`config.mk`:
```
export PLATFORM = sky130hd
export DESIGN_NAME = alu_seq
export DESIGN_NICKNAME = d
export VERILOG_FILES = /design/src/rtl/alu_seq.sv
export SDC_FILE = /design/constraint.sdc
export NUM_CORES = 1
export LEC_CHECK = 0
export CAP_MARGIN = 20
export CORE_UTILIZATION = 30
export CTS_BUF_LIST = sky130_fd_sc_hd__clkbuf_8
export DETAILED_ROUTE_END_ITERATION = 8
export MAX_ROUTING_LAYER = met4
export PLACE_DENSITY_LB_ADDON = 0.15
export SLEW_MARGIN = 20
export SYNTH_ARGS = -nofsm -noshare
export SYNTH_HDL_FRONTEND = slang
export SYNTH_SLANG_ARGS = --single-unit
```
`constraint.sdc`:
```
create_clock -name clk -period 5.05 [get_ports clk]
set_input_delay 1.01 -clock clk [delete_from_list [all_inputs] [get_ports clk]]
set_output_delay 1.01 -clock clk [all_outputs]
set_load 0.05 [all_outputs]
```
`src/rtl/alu_seq.sv`:
```
// Multi-cycle ALU: single-cycle arithmetic/logic ops, iterative shift-left and
// shift-add multiply, with registered result/flags and a start/ready/done handshake.
module alu_seq #(
  parameter int WIDTH = 8
) (
  input  logic             clk,
  input  logic             rst,
  input  logic             start,
  input  logic [2:0]       op,
  input  logic [WIDTH-1:0] A,
  input  logic [WIDTH-1:0] B,
  output logic             ready,
  output logic             done,
  output logic [WIDTH-1:0] result,
  output logic             zero,
  output logic             carry,
  output logic             neg,
  output logic             ovf,
  output logic [1:0]       dbg_state
);
  localparam int CW = $clog2(WIDTH + 1);

  localparam logic [2:0] OP_ADD = 3'd0;
  localparam logic [2:0] OP_SUB = 3'd1;
  localparam logic [2:0] OP_AND = 3'd2;
  localparam logic [2:0] OP_OR  = 3'd3;
  localparam logic [2:0] OP_XOR = 3'd4;
  localparam logic [2:0] OP_ADC = 3'd5;
  localparam logic [2:0] OP_SHL = 3'd6;
  localparam logic [2:0] OP_MUL = 3'd7;

  typedef enum logic [1:0] {S_IDLE = 2'd0, S_SHIFT = 2'd1, S_MULT = 2'd2} state_e;

  // Handshake: a request is taken on any rising edge with start=1 and ready=1;
  // done pulses for exactly the cycle after the edge that wrote result/flags.
  state_e               state_q, state_d;
  logic [2*WIDTH-1:0]   work_q, work_d;
  logic [2*WIDTH-1:0]   mcand_q, mcand_d;
  logic [WIDTH-1:0]     mplier_q, mplier_d;
  logic [CW-1:0]        cnt_q, cnt_d;
  logic [WIDTH-1:0]     result_q, result_d;
  logic                 zero_q, zero_d, carry_q, carry_d;
  logic                 neg_q, neg_d, ovf_q, ovf_d, done_q, done_d;

  logic [WIDTH:0]       sum_w, diff_w;
  logic [CW-1:0]        shamt;
  logic [2*WIDTH-1:0]   mul_next;
  logic [WIDTH-1:0]     shl_next;
  logic                 upd;
  logic [WIDTH-1:0]     res_v;
  logic                 c_v, v_v;

  // ADC folds the held carry into the same adder used by ADD.
  assign sum_w    = {1'b0, A} + {1'b0, B} + {{WIDTH{1'b0}}, (op == OP_ADC) & carry_q};
  assign diff_w   = {1'b0, A} - {1'b0, B};
  assign shamt    = (32'(B) >= 32'(WIDTH)) ? CW'(WIDTH) : CW'(B);
  assign mul_next = work_q + (mplier_q[0] ? mcand_q : '0);
  assign shl_next = work_q[WIDTH-1:0] << 1;

  always_comb begin
    state_d  = state_q;
    work_d   = work_q;
    mcand_d  = mcand_q;
    mplier_d = mplier_q;
    cnt_d    = cnt_q;
    result_d = result_q;
    zero_d   = zero_q;
    carry_d  = carry_q;
    neg_d    = neg_q;
    ovf_d    = ovf_q;
    done_d   = 1'b0;
    upd      = 1'b0;
    res_v    = '0;
    c_v      = 1'b0;
    v_v      = 1'b0;
    case (state_q)
      S_IDLE: begin
        if (start) begin
          case (op)
            OP_ADD, OP_ADC: begin
              upd   = 1'b1;
              res_v = sum_w[WIDTH-1:0];
              c_v   = sum_w[WIDTH];
              v_v   = (A[WIDTH-1] == B[WIDTH-1]) && (sum_w[WIDTH-1] != A[WIDTH-1]);
            end
            OP_SUB: begin
              upd   = 1'b1;
              res_v = diff_w[WIDTH-1:0];
              c_v   = diff_w[WIDTH];
              v_v   = (A[WIDTH-1] != B[WIDTH-1]) && (diff_w[WIDTH-1] != A[WIDTH-1]);
            end
            OP_AND: begin upd = 1'b1; res_v = A & B; end
            OP_OR:  begin upd = 1'b1; res_v = A | B; end
            OP_XOR: begin upd = 1'b1; res_v = A ^ B; end
            OP_SHL: begin
              if (shamt == '0) begin
                upd   = 1'b1;
                res_v = A;
              end else begin
                work_d  = {{WIDTH{1'b0}}, A};
                cnt_d   = shamt;
                state_d = S_SHIFT;
              end
            end
            default: begin
              work_d   = '0;
              mcand_d  = {{WIDTH{1'b0}}, A};
              mplier_d = B;
              cnt_d    = CW'(WIDTH);
              state_d  = S_MULT;
            end
          endcase
        end
      end
      S_SHIFT: begin
        work_d = {{WIDTH{1'b0}}, shl_next};
        cnt_d  = cnt_q - CW'(1);
        if (cnt_q == CW'(1)) begin
          upd     = 1'b1;
          res_v   = shl_next;
          c_v     = work_q[WIDTH-1];
          state_d = S_IDLE;
        end
      end
      S_MULT: begin
        work_d   = mul_next;
        mcand_d  = mcand_q << 1;
        mplier_d = mplier_q >> 1;
        cnt_d    = cnt_q - CW'(1);
        if (cnt_q == CW'(1)) begin
          upd     = 1'b1;
          res_v   = mul_next[WIDTH-1:0];
          c_v     = |mul_next[2*WIDTH-1:WIDTH];
          state_d = S_IDLE;
        end
      end
      default: state_d = S_IDLE;
    endcase
    if (upd) begin
      result_d = res_v;
      carry_d  = c_v;
      ovf_d    = v_v;
      zero_d   = (res_v == '0);
      neg_d    = res_v[WIDTH-1];
      done_d   = 1'b1;
    end
  end

  always_ff @(posedge clk or posedge rst) begin
    if (rst) begin
      state_q  <= S_IDLE;
      work_q   <= '0;
      mcand_q  <= '0;
      mplier_q <= '0;
      cnt_q    <= '0;
      result_q <= '0;
      zero_q   <= 1'b0;
      carry_q  <= 1'b0;
      neg_q    <= 1'b0;
      ovf_q    <= 1'b0;
      done_q   <= 1'b0;
    end else begin
      state_q  <= state_d;
      work_q   <= work_d;
      mcand_q  <= mcand_d;
      mplier_q <= mplier_d;
      cnt_q    <= cnt_d;
      result_q <= result_d;
      zero_q   <= zero_d;
      carry_q  <= carry_d;
      neg_q    <= neg_d;
      ovf_q    <= ovf_d;
      done_q   <= done_d;
    end
  end

  assign ready     = (state_q == S_IDLE);
  assign done      = done_q;
  assign result    = result_q;
  assign zero      = zero_q;
  assign carry     = carry_q;
  assign neg       = neg_q;
  assign ovf       = ovf_q;
  assign dbg_state = state_q;
endmodule
```
* Yosys cells after proc, flatten, opt, wreduce, memory -nomap -nowiden
Cells that the tools add are included.
Storage, ports and cells: bits in registers 59, input port bits 22, word-level logic and storage cells 98
Operators by class: $add $sub $neg 5, $lt $le $gt $ge 1, equal/unequal tests 18, mux-type cells 41, bitwise operators 4, reductions and logical operators 18
Operators with widths (number):
- $mux 16 | 5
- $pmux 16 s2 | 2
- $mux 8 | 6
- $pmux 16 s3 | 1
- $pmux 8 s6 | 1
- $pmux 8 s3 | 1
- $add 16x16->16 | 1
- $pmux 4 s2 | 2
- $pmux 8 s2 | 1
- $mux 4 | 3
- $reduce_and 4->1 | 3
- $add 8x8->9 | 1
- $add 9x1->9 | 1
- $eq 3x3->1 const B | 3
- $mux 1 | 9
- $sub 8x8->9 | 1
- $and 8x8->8 | 1
- $ge 8x4->1 const B | 1
- $logic_not 8->1 | 1
- $or 8x8->8 | 1
- $pmux 1 s2 | 4
- $pmux 2 s2 | 2
- $reduce_or 8->1 | 1
- $xor 8x8->8 | 1
- 24 further kinds | 34

* Logic depth before layout (Yosys ltp)
Gate-level depths: netlist of run 1.
depth after elaboration 8, depth in mapped cells 15

* Least setup slack after synthesis of run 1
OpenSTA, ideal clock, no wires.
kind input to register, from input port op[0], to register zero_q, in the netlist zero, setup time 0.068 ns, data arrival time 3.686 ns, required time 4.982 ns, path slack 1.295 ns, stages 14, cells stage by stage clkbuf_1 -> buf_1 -> buf_2 -> nand3_1 -> fa_1 -> inv_1 -> fa_1 -> xnor2_1 -> o21ai_0 -> a222oi_1 -> o21a_1 -> nand4_1 -> nor4_1 -> a32o_1
On the way: cells in the longest elaborated chain, start to end 7
RTL lines:
- from (decl) | RTL line 9 | input logic [2:0] op,
- $eq 3x3->1 | RTL line 54, 79
- $and 1x1->1 | RTL line 54 | assign sum_w = {1'b0, A} + {1'b0, B} + {{WIDTH{1'b0}}, (op == OP_ADC) & carry_q};
- $add 9x1->9 | RTL line 54
- $pmux 8 s6 | RTL line 79 | case (op)
- $mux 8 | RTL line 78 | if (start) begin
- $pmux 8 s3 | RTL line 76 | case (state_q)
- $logic_not 8->1 | RTL line 143 | zero_d = (res_v == '0);
- to (signal assigned) | RTL line 169 | zero_q <= zero_d;
- to (decl) | RTL line 42 | logic zero_q, zero_d, carry_q, carry_d;
Several ways; a longest one is shown, not always the timed one. A chain may end at the register's enable or synchronous reset.

* Worst setup path after layout of run 1
from input port A[1], to register zero_q, in the netlist zero
On the way: cells in the longest elaborated chain, start to end 6
RTL lines:
- from (decl) | RTL line 10 | input logic [WIDTH-1:0] A,
- $add 8x8->9 | RTL line 54
- $add 9x1->9 | RTL line 54
- $pmux 8 s6 (*) | RTL line 79
- $mux 8 (*) | RTL line 78
- $pmux 8 s3 (*) | RTL line 76
- $logic_not 8->1 (*) | RTL line 143
Every way passes the cells marked *; elsewhere a longest branch is shown, timed or not.

==> metrics.txt, run 1 <==
Crit path arrival time=4.22 ns; clk buf depth=2; RePlAce Congestion=between 0.9 and 1; Layout area overhead=16.3%; crit path kind=in -> reg; Port Buffers=37; Max Freq=256 MHz; Worst Tran Pin Value=between 1 and 1.5 ns; global-route wire length before repair=24200 microns; Skew-Pair Late Insertion Delay=0.37 ns; min-delay worst type=reg -> reg; Static Leak=2.42 nW; Synth async-reset ratio=between 90% and 100%; RSZ-0062 raised after global routing=false; commonest non-fill, non-tap cell in the layout=nand2_1; Yosys top cell area share=29.8%; top_reg_cell synth=dfrtp_1; Die H=129 microns; clk_skew=0.0140 ns; Root Driver=clkbuf_8; CTS resizes=0; area leader, netlist=dfrtp_1; Fillers=1637; commonest cells after routing, fill and taps aside=72 x nand2_1, 58 x o21ai_0, 58 x dfrtp_1; Initial DRT Pass Iterations=5; Starting DRT DRC Count=264; CP Capture Type=flip-flop; setup TNS=0 ns; All-Layer GR Usage=19.9%; NumNets Final=between 600 and 700; relative slew slack=27.3%; Num Clock Sinks=58; flops & latches, synth=58; Syn Nets=660; Post-Route WL=15200 microns; post-CTS setup buffers=0; Die Footprint=16700 sq um; chip width=129 microns; row count=46; synthesized area=4860 sq um; initial antenna violation count=1; DP HPWL=11700 microns; CP max FO=6; TritonCTS clock tree=built; num ports=38; Clk pin slew, worst setup/hold paths=0.08 ns; Slew Viols, Final=0; Initial Utilization=30.7%; Final period util=77.4%; Final Setup Violations=0; synth top area cells=dfrtp_1 30%, ha_1 12%, o21ai_0 6.0%; vias=approximately 4500; Residual DRC=0; Max Cap Violations=0; antenna viol nets, final=0; min Tclk post-route=between 3 and 4 ns; CTS buffer count=9; hold buffers post-CTS=0; GRT overflow=0; power after layout=around 2.7 mW; CP Data Required Time=5.36 ns; EDFF count, synth=0; Via density=5.35; share of cells above drive strength 1=6.09%; register area share after synthesis=29.8%; pin count of the biggest net entering global routing=40; post-synth cell types=between 60 and 70; Routed WL per cell=about 18 microns; Mapped Cells=589; H-tree depth=3; vias in the first global route=4369; crit start category=input port; Synth Warn #=0; Final Hold Fails=0; PD cells=472 nW/um^2; core box area=15800 sq um; Avg Cell Area, Syn=about 8.3 sq um; Max VDD drop=around 0.25 mV; status=finished clean
critical path, stage by stage:
cell	delay (ns)
clkdlybuf4s50_1	0.66
inv_1	0.19
ha_1	0.36
nor2b_1	0.13
o21ai_0	0.30
a21oi_1	0.21
o21a_1	0.22
a2111oi_0	0.46
o22ai_1	0.19
nor4_1	0.31
a32o_1	0.19
stage by stage:
stage / utilization (%) / setup slack [ns] / hold WS [ns] / std cells / cell area [sq um]
after CTS: 35.7 / 1.15 / 0.492 / 840 / 5650
after floorplan: - / 1.30 / 0.450 / 589 / 4860
after global routing: 35.7 / 0.892 / 0.513 / 841 / 5650
after global placement: 34.5 / 0.722 / 0.470 / 824 / 5470
final: 35.7 / 1.14 / 0.491 / 841 / 5650
after detailed placement: 34.5 / 0.765 / 0.475 / 824 / 5470
synthesized netlist by cell type, types with 4 or more instances:
library cell / n
and2_1: 19
ha_1: 45
o31ai_1: 7
nor3_1: 13
o211ai_1: 6
fa_1: 4
a31oi_1: 7
mux2i_1: 15
o21a_1: 5
xnor2_1: 6
a22o_1: 8
clkbuf_1: 16
a21oi_1: 33
nand2b_1: 6
nand4_1: 4
xor2_1: 8
a22oi_1: 8
o21ai_0: 58
o21bai_1: 7
nand3_1: 13
inv_1: 37
a21o_1: 4
a211oi_1: 5
buf_2: 8
nor2_1: 38
nor4_1: 7
nand2_1: 72
nor2b_1: 8
a32oi_1: 5
dfrtp_1: 58
cells by family after synthesis:
| family | synth area share [%] |
|---|---|
| adders and majority gates | 13.2 |
| buffers and inverters | 5.61 |
| and+or+nand+nor | 19.4 |
| AOI/OAI and AO/OA | 25.8 |
| xor gates and xnor gates | 2.52 |
| DFF | 29.8 |
| muxes | 3.55 |
layout make-up:
| type | instances | area [sq um] | share of cell area, % |
|---|---|---|---|
| diodes | 1 | 2.50 | 0.0443 |
| clock buffers | 9 | 124 | 2.19 |
| clock inverters | 7 | 62.6 | 1.11 |
| inverters | 38 | 143 | 2.52 |
| multi-input cells | 464 | 3150 | 55.7 |
| flip-flops and latches | 58 | 1450 | 25.7 |
| well taps | 216 | 270 | 4.78 |
| repair buffers | 48 | 453 | 8.01 |
worst paths after layout:
path	depth (start not counted)	slack (ns)	start	end
min in group asynchronous	2	1.03	rst	mcand_q[12]
min	2	0.49	mplier_q[3]	mplier_q[3]
max	11	1.14	A[1]	zero
min reg2reg	2	0.49	mplier_q[3]	mplier_q[3]
max reg2reg	11	1.26	mplier_q[0]	carry
max in group asynchronous	3	3.13	rst	work_q[11]
routing by layer:
metal	track usage (%)	vias to the layer above	part of all wire (%)
met5	-	-	0
met2	31.3	135	48
met4	8.17	0	2.1
met3	4.09	21	4.4
li1	-	2191	-
met1	24.8	2150	46
sequential cells by signal (all words and copies together) (netlist names):
signal / cells
mcand_q: 16
mplier_q: 8
dbg_state: 2
ovf: 1
work_q: 16
zero: 1
result: 8
done: 1
cnt_q: 4
carry: 1
power by group:
group | internal [mW] | switching, mW | total (mW)
clock | 0.222 | 0.208 | 0.430
combinational | 0.501 | 0.975 | 1.48
sequential | 0.627 | 0.136 | 0.763
(Power assumes the default switching activity.)
==> run 2, diff against run 1 <==
==> constraint.sdc (replaced) <==
create_clock -name clk -period 3.63 [get_ports clk]
set_input_delay 0.726 -clock clk [delete_from_list [all_inputs] [get_ports clk]]
set_output_delay 0.726 -clock clk [all_outputs]
set_load 0.05 [all_outputs]
==> run 2 against run 1 <==
Against the previous run:
- flip-flop and latch count stayed put
- combinational power is 44% higher
- first-iteration DRC count shrank 4.9%
- critical path type is now reg -> reg
- clock skew increased by 0.00057 ns
- critical endpoint is now carry
- highest routed layer unchanged
- worst hold slack got worse by 0.0047 ns
- via count is 2.2% higher
- core utilization increased by 1.8 points
==> metrics.txt, run 2 (synthesis gave the netlist of run 1 again) <==
TritonCTS clock tree=built; global-route wire length before repair=25500 microns (+5.4%); antenna viol nets, final=0 (unchanged); Top Metal Used=met4; relative slew slack=46.6% (+19 points); Static Leak=2.59 nW (+6.9%); commonest non-fill, non-tap cell in the layout=nand2_1; Layout area overhead=22.0%; Via density=5.27 (-1.4%); Hold Slack=0.486 ns (-0.00469 ns); Max Freq=307 MHz; status=finished clean; PD cells=640 nW/um^2 (+36%); Worst Tran Pin Value=0.802 ns (-0.289 ns); CTS buffer count=9 (unchanged); r2r endpoint=carry; CP Capture Type=flip-flop; Die H=129 microns (unchanged); setup TNS=0 ns (unchanged); Max Cap Violations=0 (unchanged); min Tclk post-route=3.25 ns; commonest cells after routing, fill and taps aside=72 x nand2_1, 58 x o21ai_0, 58 x dfrtp_1; hold buffers post-CTS=0 (unchanged); hold path endpoint=mplier_q[1]; Final period util=between 80 and 90%; clk_skew=0.0145 ns (+0.000570 ns); HP Start=mplier_q[1]; r2r setup slk=0.38 ns (-0.88 ns); register area=1450 sq um (unchanged); CP max FO=15 (+9); clk buf depth=2 (unchanged); H-tree depth=3 (unchanged); crit start category=flip-flop; DR WL met3=415 microns (-38%); RSZ-0062 raised after global routing=false; worst reg2reg startpoint=mplier_q[0]; Crit path arrival time=3.49 ns (-0.73 ns); hold path cells=2 (unchanged); cell count of the worst reg-to-reg path=12 (+1); Max VDD drop=0.323 mV (+28%); CP Data Required Time=3.87 ns (-1.49 ns); core box area=15800 sq um (unchanged); crit path kind=reg -> reg; NumNets Final=723 (+4.8%); Skew-Pair Late Insertion Delay=0.37 ns (about the same); chip width=129 microns (unchanged); All-Layer GR Usage=21.1% (+1.2 points); initial antenna violation count=0 (-1); met2 WL=8030 microns (+11%); Starting DRT DRC Count=251 (-4.9%); Post-Route WL=16000 microns (+4.9%); share of cells above drive strength 1=11.3% (+5.2 points); vias=4597 (+2.2%); Clk pin slew, worst setup/hold paths=0.08 ns (about the same); Final Setup Violations=0 (unchanged); min-delay worst type=reg -> reg; Final Hold Fails=0 (unchanged); num ports=38 (unchanged); Port Buffers=37 (unchanged); Initial DRT Pass Iterations=5 (unchanged); row count=46 (unchanged); pin count of the biggest net entering global routing=59 (+48%); vias in the first global route=4639 (+6.2%); ant diodes=0 (-1); Root Driver=clkbuf_8; Routed WL per cell=18.3 microns (+1.2%); area occupied by multi-input gates=3160 sq um (+0.48%); Slew Viols, Final=0 (unchanged); Fillers=1694 (+3.5%); Die Footprint=16700 sq um (unchanged); Residual DRC=0 (unchanged); Initial Utilization=30.7% (unchanged); Largest regs=mcand_q: 16 flops, work_q: 16 flops; DP HPWL=12600 microns (+7.0%); Post-Route M1 WL=7160 microns (+2.8%); Num Clock Sinks=58 (unchanged); GRT overflow=0 (unchanged); RePlAce Congestion=0.887 (-2.3%)
run 2: cell types whose count changed in the layout (fill, tap and decap cells not counted), sizes merged:
cell    before  now
diode        1    0
clkbuf       9   10
inv         39   37
buf         11   44
run 2: power breakdown:
group / internal [mW] / leakage [nW] / switching, mW
combinational: 0.751 / 1.74 / 1.38
clock: 0.329 / 0.0941 / 0.294
sequential: 0.873 / 0.760 / 0.175
total: 1.95 / 2.59 / 1.84
run 2: what timing repair did:
action | CTS | global route
endpoints found under the setup margin | 0 | 1
setup buffers | 0 | 0
gates resized for setup | 0 | 4
run 2: cell type report:
cell class                 count  share of cell area, %
multi-input combinational    464                   53.3
clock inverter                 5                  0.928
timing repair buffer          81                   12.0
inverter                      38                   2.40
sequential                    58                   24.5
tap                          216                   4.56
clock buffer                  10                   2.32
run 2: how the worst max path moves through the flow:
stage	to	start	depth (start not counted)	slack, ns
after global routing	carry	mplier_q[0]	12	0.06
final	carry	mplier_q[0]	12	0.38
after detailed placement	zero	op[2]	12	0.01
after global placement	zero	op[2]	12	0.009
after CTS	carry	mplier_q[0]	12	0.14
after floorplan	zero	op[0]	14	0.16
run 2: critical path, stage by stage (launching register included):
cell and delay, ns:
dfrtp_1 0.40, buf_4 0.19, and2_1 0.15, ha_1 0.34, nand3_1 0.13, o211ai_1 0.14, o2111ai_1 0.35, o21ai_0 0.23
a2111oi_1 0.38, nor3b_1 0.14, o41ai_2 0.39, buf_4 0.18, o221ai_1 0.10
run 2: routing by layer:
layer	up-vias	global-route usage, %
met4	0	8.30
met5	-	-
met1	2219	25.7
met3	22	2.15
met2	95	35.6
li1	2261	-
run 2: per-stage QoR:
stage                     utilization, %  setup slack, ns  power, mW  instance area (sq um)  instances
final                               37.5            0.377       3.80                   5930        872
after CTS                           37.4            0.144       3.83                   5910        872
after detailed placement            36.1           0.0135       3.19                   5720        857
after floorplan                        -            0.159       2.48                   4860        589
after global placement              36.1          0.00892       3.16                   5720        857
after global routing                37.5           0.0641       4.11                   5930        872
